## src/rtl/serial_sub_if.sv

```systemverilog
`default_nettype none
// ============================================================================
// Module   : serial_sub_if
// Purpose  : Handshake and data bundle for the bit-serial subtractor.
//            Operand side: in_valid/in_ready with a, b, bin.
//            Result side : out_valid/out_ready with diff, borrow_out, plus busy.
// Modports : master - operand producer / result consumer (drives requests)
//            slave  - the subtractor itself
// Revision : 1.0 - initial release
// ============================================================================
interface serial_sub_if #(
  parameter int W = 8
);
  logic         in_valid;
  logic         in_ready;
  logic [W-1:0] a;
  logic [W-1:0] b;
  logic         bin;
  logic         out_valid;
  logic         out_ready;
  logic [W-1:0] diff;
  logic         borrow_out;
  logic         busy;

  modport master (
    output in_valid, a, b, bin, out_ready,
    input  in_ready, out_valid, diff, borrow_out, busy
  );

  modport slave (
    input  in_valid, a, b, bin, out_ready,
    output in_ready, out_valid, diff, borrow_out, busy
  );
endinterface
`default_nettype wire

```

## src/rtl/serial_sub.sv

```systemverilog
`default_nettype none
// ============================================================================
// Module   : serial_sub
// Purpose  : Bit-serial W-bit unsigned subtractor, diff = a - b - bin.
//            One full-subtractor cell plus a borrow flop, iterated LSB-first
//            over W cycles. Holds one operation at a time.
// Ports    : clk        - rising-edge clock
//            rst        - asynchronous reset, active-high
//            bus.slave  - in_valid/in_ready/a/b/bin operand handshake,
//                         out_valid/out_ready/diff/borrow_out result
//                         handshake, busy status (high in SHIFT or DONE)
// Timing   : accept at edge T, out_valid high after edge T+W, next accept
//            no earlier than edge T+W+2.
// Revision : 1.0 - initial release
// ============================================================================
module serial_sub #(
  parameter int W = 8
) (
  input  logic       clk,
  input  logic       rst,
  serial_sub_if.slave bus
);

  localparam int                 c_CNT_W = $clog2(W);
  localparam logic [c_CNT_W-1:0] c_LAST  = c_CNT_W'(W - 1);

  typedef enum logic [1:0] {
    S_IDLE  = 2'd0,
    S_SHIFT = 2'd1,
    S_DONE  = 2'd2
  } state_t;

  state_t             r_state;
  state_t             w_next_state;

  logic [W-1:0]       r_sa;
  logic [W-1:0]       r_sb;
  logic [W-1:0]       r_res;
  logic               r_br;
  logic [c_CNT_W-1:0] r_cnt;
  logic [W-1:0]       r_diff;
  logic               r_borrow_out;

  logic               w_x;
  logic               w_y;
  logic               w_d;
  logic               w_br_next;
  logic               w_last;
  logic [W-1:0]       w_res_next;

  logic               w_in_ready;
  logic               w_out_valid;
  logic               w_busy;

  // Full-subtractor cell on the current LSBs.
  assign w_x        = r_sa[0];
  assign w_y        = r_sb[0];
  assign w_d        = w_x ^ w_y ^ r_br;
  assign w_br_next  = (~w_x & w_y) | (~(w_x ^ w_y) & r_br);
  assign w_last     = (r_cnt == c_LAST);
  // Result fills from the top so that after W shifts bit 0 holds the LSB.
  assign w_res_next = {w_d, r_res[W-1:1]};

  // --------------------------------------------------------------------------
  // State register
  // --------------------------------------------------------------------------
  always_ff @(posedge clk or posedge rst) begin
    if (rst) begin
      r_state <= S_IDLE;
    end else begin
      r_state <= w_next_state;
    end
  end

  // --------------------------------------------------------------------------
  // Next-state and status outputs. Outputs depend on state only, so there is
  // no combinational path from in_valid or out_ready to any output.
  // --------------------------------------------------------------------------
  always_comb begin
    w_next_state = r_state;
    w_in_ready   = 1'b0;
    w_out_valid  = 1'b0;
    w_busy       = 1'b0;
    case (r_state)
      S_IDLE: begin
        w_in_ready = 1'b1;
        if (bus.in_valid) begin
          w_next_state = S_SHIFT;
        end
      end
      S_SHIFT: begin
        w_busy = 1'b1;
        if (w_last) begin
          w_next_state = S_DONE;
        end
      end
      S_DONE: begin
        w_busy      = 1'b1;
        w_out_valid = 1'b1;
        if (bus.out_ready) begin
          w_next_state = S_IDLE;
        end
      end
      default: begin
        w_next_state = S_IDLE;
      end
    endcase
  end

  // --------------------------------------------------------------------------
  // Datapath: operand capture, serial iteration, result registers.
  // diff/borrow_out change only on the DONE-entry edge and are otherwise held.
  // --------------------------------------------------------------------------
  always_ff @(posedge clk or posedge rst) begin
    if (rst) begin
      r_sa         <= '0;
      r_sb         <= '0;
      r_res        <= '0;
      r_br         <= 1'b0;
      r_cnt        <= '0;
      r_diff       <= '0;
      r_borrow_out <= 1'b0;
    end else begin
      case (r_state)
        S_IDLE: begin
          if (bus.in_valid) begin
            r_sa  <= bus.a;
            r_sb  <= bus.b;
            r_br  <= bus.bin;
            r_cnt <= '0;
          end
        end
        S_SHIFT: begin
          r_sa  <= {1'b0, r_sa[W-1:1]};
          r_sb  <= {1'b0, r_sb[W-1:1]};
          r_res <= w_res_next;
          r_br  <= w_br_next;
          if (w_last) begin
            // Counter parks at W-1 rather than wrapping.
            r_diff       <= w_res_next;
            r_borrow_out <= w_br_next;
          end else begin
            r_cnt <= r_cnt + c_CNT_W'(1);
          end
        end
        default: begin
        end
      endcase
    end
  end

  assign bus.in_ready   = w_in_ready;
  assign bus.out_valid  = w_out_valid;
  assign bus.busy       = w_busy;
  assign bus.diff       = r_diff;
  assign bus.borrow_out = r_borrow_out;

endmodule
`default_nettype wire
```

## src/flat_wrapper.sv

```systemverilog
// flat-port wrapper written by rule: the top's interface ports become plain ports
module serial_sub_flat 
#(
  parameter int W = 8
)
  (clk, rst, bus_in_valid, bus_a, bus_b, bus_bin, bus_out_ready, bus_in_ready, bus_out_valid, bus_diff, bus_borrow_out, bus_busy);
  serial_sub_if #(.W(W)) bus_i ();
  input  logic clk;
  input  logic rst;
  input wire logic [$bits(bus_i.in_valid)-1:0] bus_in_valid;
  input wire logic [$bits(bus_i.a)-1:0] bus_a;
  input wire logic [$bits(bus_i.b)-1:0] bus_b;
  input wire logic [$bits(bus_i.bin)-1:0] bus_bin;
  input wire logic [$bits(bus_i.out_ready)-1:0] bus_out_ready;
  output wire logic [$bits(bus_i.in_ready)-1:0] bus_in_ready;
  output wire logic [$bits(bus_i.out_valid)-1:0] bus_out_valid;
  output wire logic [$bits(bus_i.diff)-1:0] bus_diff;
  output wire logic [$bits(bus_i.borrow_out)-1:0] bus_borrow_out;
  output wire logic [$bits(bus_i.busy)-1:0] bus_busy;
  assign bus_i.in_valid = bus_in_valid;
  assign bus_i.a = bus_a;
  assign bus_i.b = bus_b;
  assign bus_i.bin = bus_bin;
  assign bus_i.out_ready = bus_out_ready;
  assign bus_in_ready = bus_i.in_ready;
  assign bus_out_valid = bus_i.out_valid;
  assign bus_diff = bus_i.diff;
  assign bus_borrow_out = bus_i.borrow_out;
  assign bus_busy = bus_i.busy;
  serial_sub #(.W(W)) u_core (.clk(clk), .rst(rst), .bus(bus_i));
endmodule
```

## config.mk

```make
export PLATFORM = sky130hd
export DESIGN_NAME = serial_sub_flat
export DESIGN_NICKNAME = d
export VERILOG_FILES = /design/src/rtl/serial_sub_if.sv /design/src/rtl/serial_sub.sv /design/src/flat_wrapper.sv
export SDC_FILE = /design/constraint.sdc
export NUM_CORES = 1
export LEC_CHECK = 0
export CORE_AREA = 2 2 73 61
export DETAILED_ROUTE_END_ITERATION = 6
export DIE_AREA = 0 0 75 63
export PLACE_DENSITY = 0.7
export SLEW_MARGIN = 20
export SYNTH_ARGS = -nofsm -noshare
export SYNTH_HDL_FRONTEND = slang
export SYNTH_SLANG_ARGS = --single-unit
```

## constraint.sdc

```tcl
create_clock -name clk -period 1.9 [get_ports clk]
set_input_delay 0.475 -clock clk [delete_from_list [all_inputs] [get_ports clk]]
set_output_delay 0.475 -clock clk [all_outputs]
set_load 0.1 [all_outputs]
```

# After elaboration in Yosys (flattened, before gate mapping)

Index checks and enable logic that the tools add are counted.

Equality and inequality tests: 7
Reductions and logical operators: 7
Multiplexer cells: 16
Add/sub/neg operators: 1
Bitwise gates (word level): 7

Operators with widths:

| kind                | number |
|---|---|
| $pmux 8 s2          | 2 |
| $mux 8              | 2 |
| $mux 2              | 3 |
| $mux 3              | 2 |
| $ne 2x2->1 const B  | 3 |
| $pmux 2 s3          | 1 |
| $pmux 3 s2          | 1 |
| $reduce_and 3->1    | 2 |
| $mux 1              | 4 |
| $reduce_and 2->1    | 2 |
| $add 3x1->3 const B | 1 |
| $eq 3x3->1 const B  | 1 |
| $and 1x1->1         | 2 |
| $eq 2x1->1 const B  | 1 |
| $eq 2x2->1 const B  | 1 |
| $logic_not 2->1     | 1 |
| $ne 2x1->1 const B  | 1 |
| $not 1->1           | 2 |
| $pmux 1 s2          | 1 |
| $reduce_bool 2->1   | 1 |
| $reduce_or 2->1     | 1 |
| $xor 1x1->1         | 2 |
| $or 1x1->1          | 1 |

Word-level logic and storage cells: 46
Output and inout port bits: 12
Input port bits: 21
Flip-flop bits (word level): 39

# Longest topological paths before layout

Depth in word-level cells: 5
Depth in mapped cells: 7
Depth with buffers taken out: 5

# Worst setup path before layout

No wires, ideal clock.

Path type: register to register
Start: register u_core.r_state[0]
End: register u_core.r_state[0]
Path slack: -0.345 ns
Path buffers: 0
Period minus slack after synthesis: 2.245 ns
Arrival time: 2.119 ns
Stages on the path, launching flop included: 6
Path through: dfrtp_1 -> inv_1 -> ha_1 -> nand2b_1 -> o211ai_1 -> mux2_2

Cells in the longest elaborated chain, start to end: 3
Elaborated cells on any way between the ends: 8
Classes of those cells: eq/ne (5); mux (1); reduce/logical (2)

Ends and longest elaborated chain:

| what                                                      | RTL line         | RTL |
|---|---|---|
| from (decl)                                               | serial_sub.sv:33 | `state_t r_state;` |
| from (signal assigned)                                    | serial_sub.sv:71 | `r_state <= w_next_state;` |
| $eq 2x1->1, or another cell as far along                  | serial_sub.sv:84 | `case (r_state)` |
| $ne 2x1->1 (no line) / $ne 2x2->1 (equally long branches) | --               |  |
| $reduce_and 3->1 (no line)                                | --               |  |

Several ways; a longest one is shown, not always the timed one.
A chain may end at the register's enable or synchronous reset.

# Final worst setup path

Start: register u_core.r_state[0]
End: output bus_in_ready

Cells in the longest elaborated chain, start to end: 2

Ends and longest elaborated chain:

| what            | RTL line           | RTL |
|---|---|---|
| $logic_not 2->1 | serial_sub.sv:84   |  |
| $mux 1          | serial_sub.sv:84   |  |
| to (decl)       | flat_wrapper.sv:15 | `output wire logic [$bits(bus_i.in_ready)-1:0] bus_in_ready;` |

No other way between the ends.

==> run_results.csv <==
group,metric,value,unit
synthesis,synth_edf_count,0,
drt,drt_wl_total,3205,um
place,gp_congestion,0.7720,
pwr,vdd_ir_drop_max,1.364,mV
worst_setup_path,worst_path_largest_cell_delay,400,ps
global_routing,grt_pass1_vias,1253,
synthesis,yosysTopAreaCell,"dfrtp_1",
timing,slew_violations,0,
pwr,p_per_area,1867,nW/um^2
cells_and_area,layout.nets,210,
clock_network,ctsResizeCount,0,
synthesis,synth_async_sr_flop_share,100.0,%
global_routing,grt_util_all_layers,16.28,%
timing,min_period_over_period,90.79,%
worst_setup_path,critPathBufInv,2,
timing,fmax,579.7,MHz
cells_and_area,syn_to_final_growth,32.83,%
synthesis,ys_top_cells_by_count,"dfrtp_1 (38), nand2_1 (23), mux2_2 (16)",
timing,fin_skew,3.020,ps
synthesis,synth-seq-area-share,54.13,%
timing,layout_setup_ws,175.1,ps
global_routing,grt-ovfl-total,0,
synthesis,synth.net_count,174,
clock_network,insertion_delay,280,ps
drt,drt_iter0_drc,43,
floorplanning,core,4020,sq um
clock_network,cts_buffers,5,
global_routing,grt_max_degree,39,
floorplanning,die-area,4725,sq um
clock_network,cts_tree,"done",
clock_network,clkSlewWorstSetupHoldPaths,70,ps
clock_network,post_cts_buffers,0,
synthesis,yosysUniqueCellTypes,24,
clock_network,cts.sinks,38,
place,portBuffers,32,
floorplanning,io_pins,33,
synthesis,synth_area_per_cell,11.95,sq um
synthesis,yosysWarnings,0,
worst_setup_path,crit_fanout,4,
worst_setup_path,slowest_stage,"dfrtp_1",
drt,drc,0,
worst_setup_path,critPathRequiredTime,1420,ps
synthesis,synth_area,1757,sq um
worst_setup_path,crit_type,"flip-flop to primary output",
timing,setup_viol,0,
cells_and_area,diodes,0,
synthesis,ys_seq_elements,38,
outcome,outcome,"finished clean",
global_routing,antenna_found_initial,0,
floorplanning,die_width,75,um
floorplanning,start_util,43.70,%
synthesis,yosysMostFrequentCell,"dfrtp_1",
worst_setup_path,cp.arrival,1250,ps
clock_network,cts_root_buf,"clkbuf_8",
timing,hold_viol,0,
cells_and_area,drive_above_1_share,25.14,%
synthesis,syn_inst,147,
clock_network,cts.path.max_buffers,2,
worst_setup_path,worst_setup_path_start_kind,"flip-flop",
synthesis,synthTopCellsByArea,"dfrtp_1 (54%), mux2_2 (10%), mux2i_1 (8.0%), nand2_1 (4.9%), ha_1 (3.6%)",
drt,ant_nets,0,
timing,slew_headroom,68.57,%
clock_network,cts_htree_levels,2,
job,max_cap_violations,0,
timing,fin_setup_tns,0,ps
place,dp_slack,171.4,ps
drt,viasPerCell,4.904,
global_routing,grt_pass1_wl,5789,um
floorplanning,die_y,63,um
worst_setup_path,critical_path.endpoint_type,"primary output",
place,hpwl,2381,um
clock_network,holdBufCountCts,0,
drt,vias,1177,
worst_hold_path,hold_path_class,"flip-flop to flip-flop",
synthesis,synth_top_flop_cell,"dfrtp_1",
pwr,finalPower,0.004357,W
timing,period_needed,1725,ps
pwr,p_leak,1.056,nW
worst_setup_path,path_cells,"inv_1 > ha_2 > buf_12",
drt,firstDrtPassIters,4,
floorplanning,core.rowCount,21,
synthesis,yosysTopAreaCellShare,54.13,%
timing,worstMarginPinSlew,471.4,ps
drt,wire_per_inst,13.35,um
timing,rsz0062_at_grt,"no",
worst_setup_path,crit_family,"flip-flops",
[registers in the layout (all words and copies together), names as in the netlist]
name                   cells
u_core.r_sb                8
u_core.r_res               7
u_core.r_br                1
u_core.r_state             2
u_core.bus.borrow_out      1
u_core.r_sa                8
u_core.bus.diff            8
u_core.r_cnt               3
[cells in the final DEF (no fill, tap or decap), drive strengths merged]
cell type,instances
a31oi,2
and2,1
o211ai,1
inv,6
nor2,1
a22oi,2
nor2b,3
dfrtp,38
clkbuf,7
fa,1
clkdlybuf4s50,20
a21oi,2
ha,5
mux2,16
nand2,24
nand2b,2
o21ai,21
mux2i,15
buf,16
[routing by layer]
metal  track usage, %  vias up  share of wire, %
met4            5.134        0               1.3
met3            4.677        5               4.5
met5                0        -                 0
met2            26.32       30                51
li1                 -      576                 -
met1            20.86      566                43
[cells by family (layout without fill, tap and decap cells)]
family	Yosys count	after routing	synth area share, %
buf+inv	13	49	4.629
fa+ha+maj	6	6	4.701
mux	31	31	19.52
flops	38	38	54.13
compound gates	28	28	9.401
simple gates	31	31	7.621
[per-stage QoR]
| stage | std cells | hold slack [ps] | area [sq um] | util [%] |
|---|---|---|---|---|
| floorplan | 147 | 448.5 | 1762 | - |
| global placement | 233 | 459.4 | 2257 | 56.15 |
| detailed placement | 233 | 465.6 | 2257 | 56.15 |
| CTS | 240 | 481.3 | 2333 | 58.05 |
| global route | 240 | 504.0 | 2333 | 58.05 |
| finish | 240 | 476.0 | 2333 | 58.05 |
[worst paths after layout]
path	startpoint	end	slack, ps	depth (start not counted)
max	u_core.r_state[0]	bus_in_ready	180	3
min	u_core.r_sa[6]	u_core.r_sa[6]	480	2
max reg2reg	u_core.r_cnt[0]	u_core.bus.diff[3]	210	4
min reg2reg	u_core.r_sa[6]	u_core.r_sa[6]	480	2
max in group asynchronous	rst	u_core.r_sa[3]	970	3
min in group asynchronous	rst	u_core.bus.diff[2]	600	3
[worst register-to-register path, cell delays in order (launching register included)]
cell and delay (ps):
dfrtp_1 410, ha_1 220, ha_1 300, nand2_2 260, mux2_2 380
[area by class of cell]
cell class | count | area [sq um]
Fill cell | 327 | 1687
Sequential cell | 38 | 950.9
Multi-Input combinational cell | 96 | 729.5
Timing Repair Buffer | 36 | 483.0
Clock buffer | 7 | 76.32
Tap cell | 57 | 71.32
Inverter | 6 | 22.52
[power breakdown]
part / leakage, nW / internal [W] / total [W] / switching [W]
Combinational: 0.536 / 0.00104 / 0.00245 / 0.00141
Clock: 0.0383 / 0.000252 / 0.000508 / 0.000256
Sequential: 0.481 / 0.00117 / 0.00140 / 0.000231
Power figures use the tool's default switching activity.
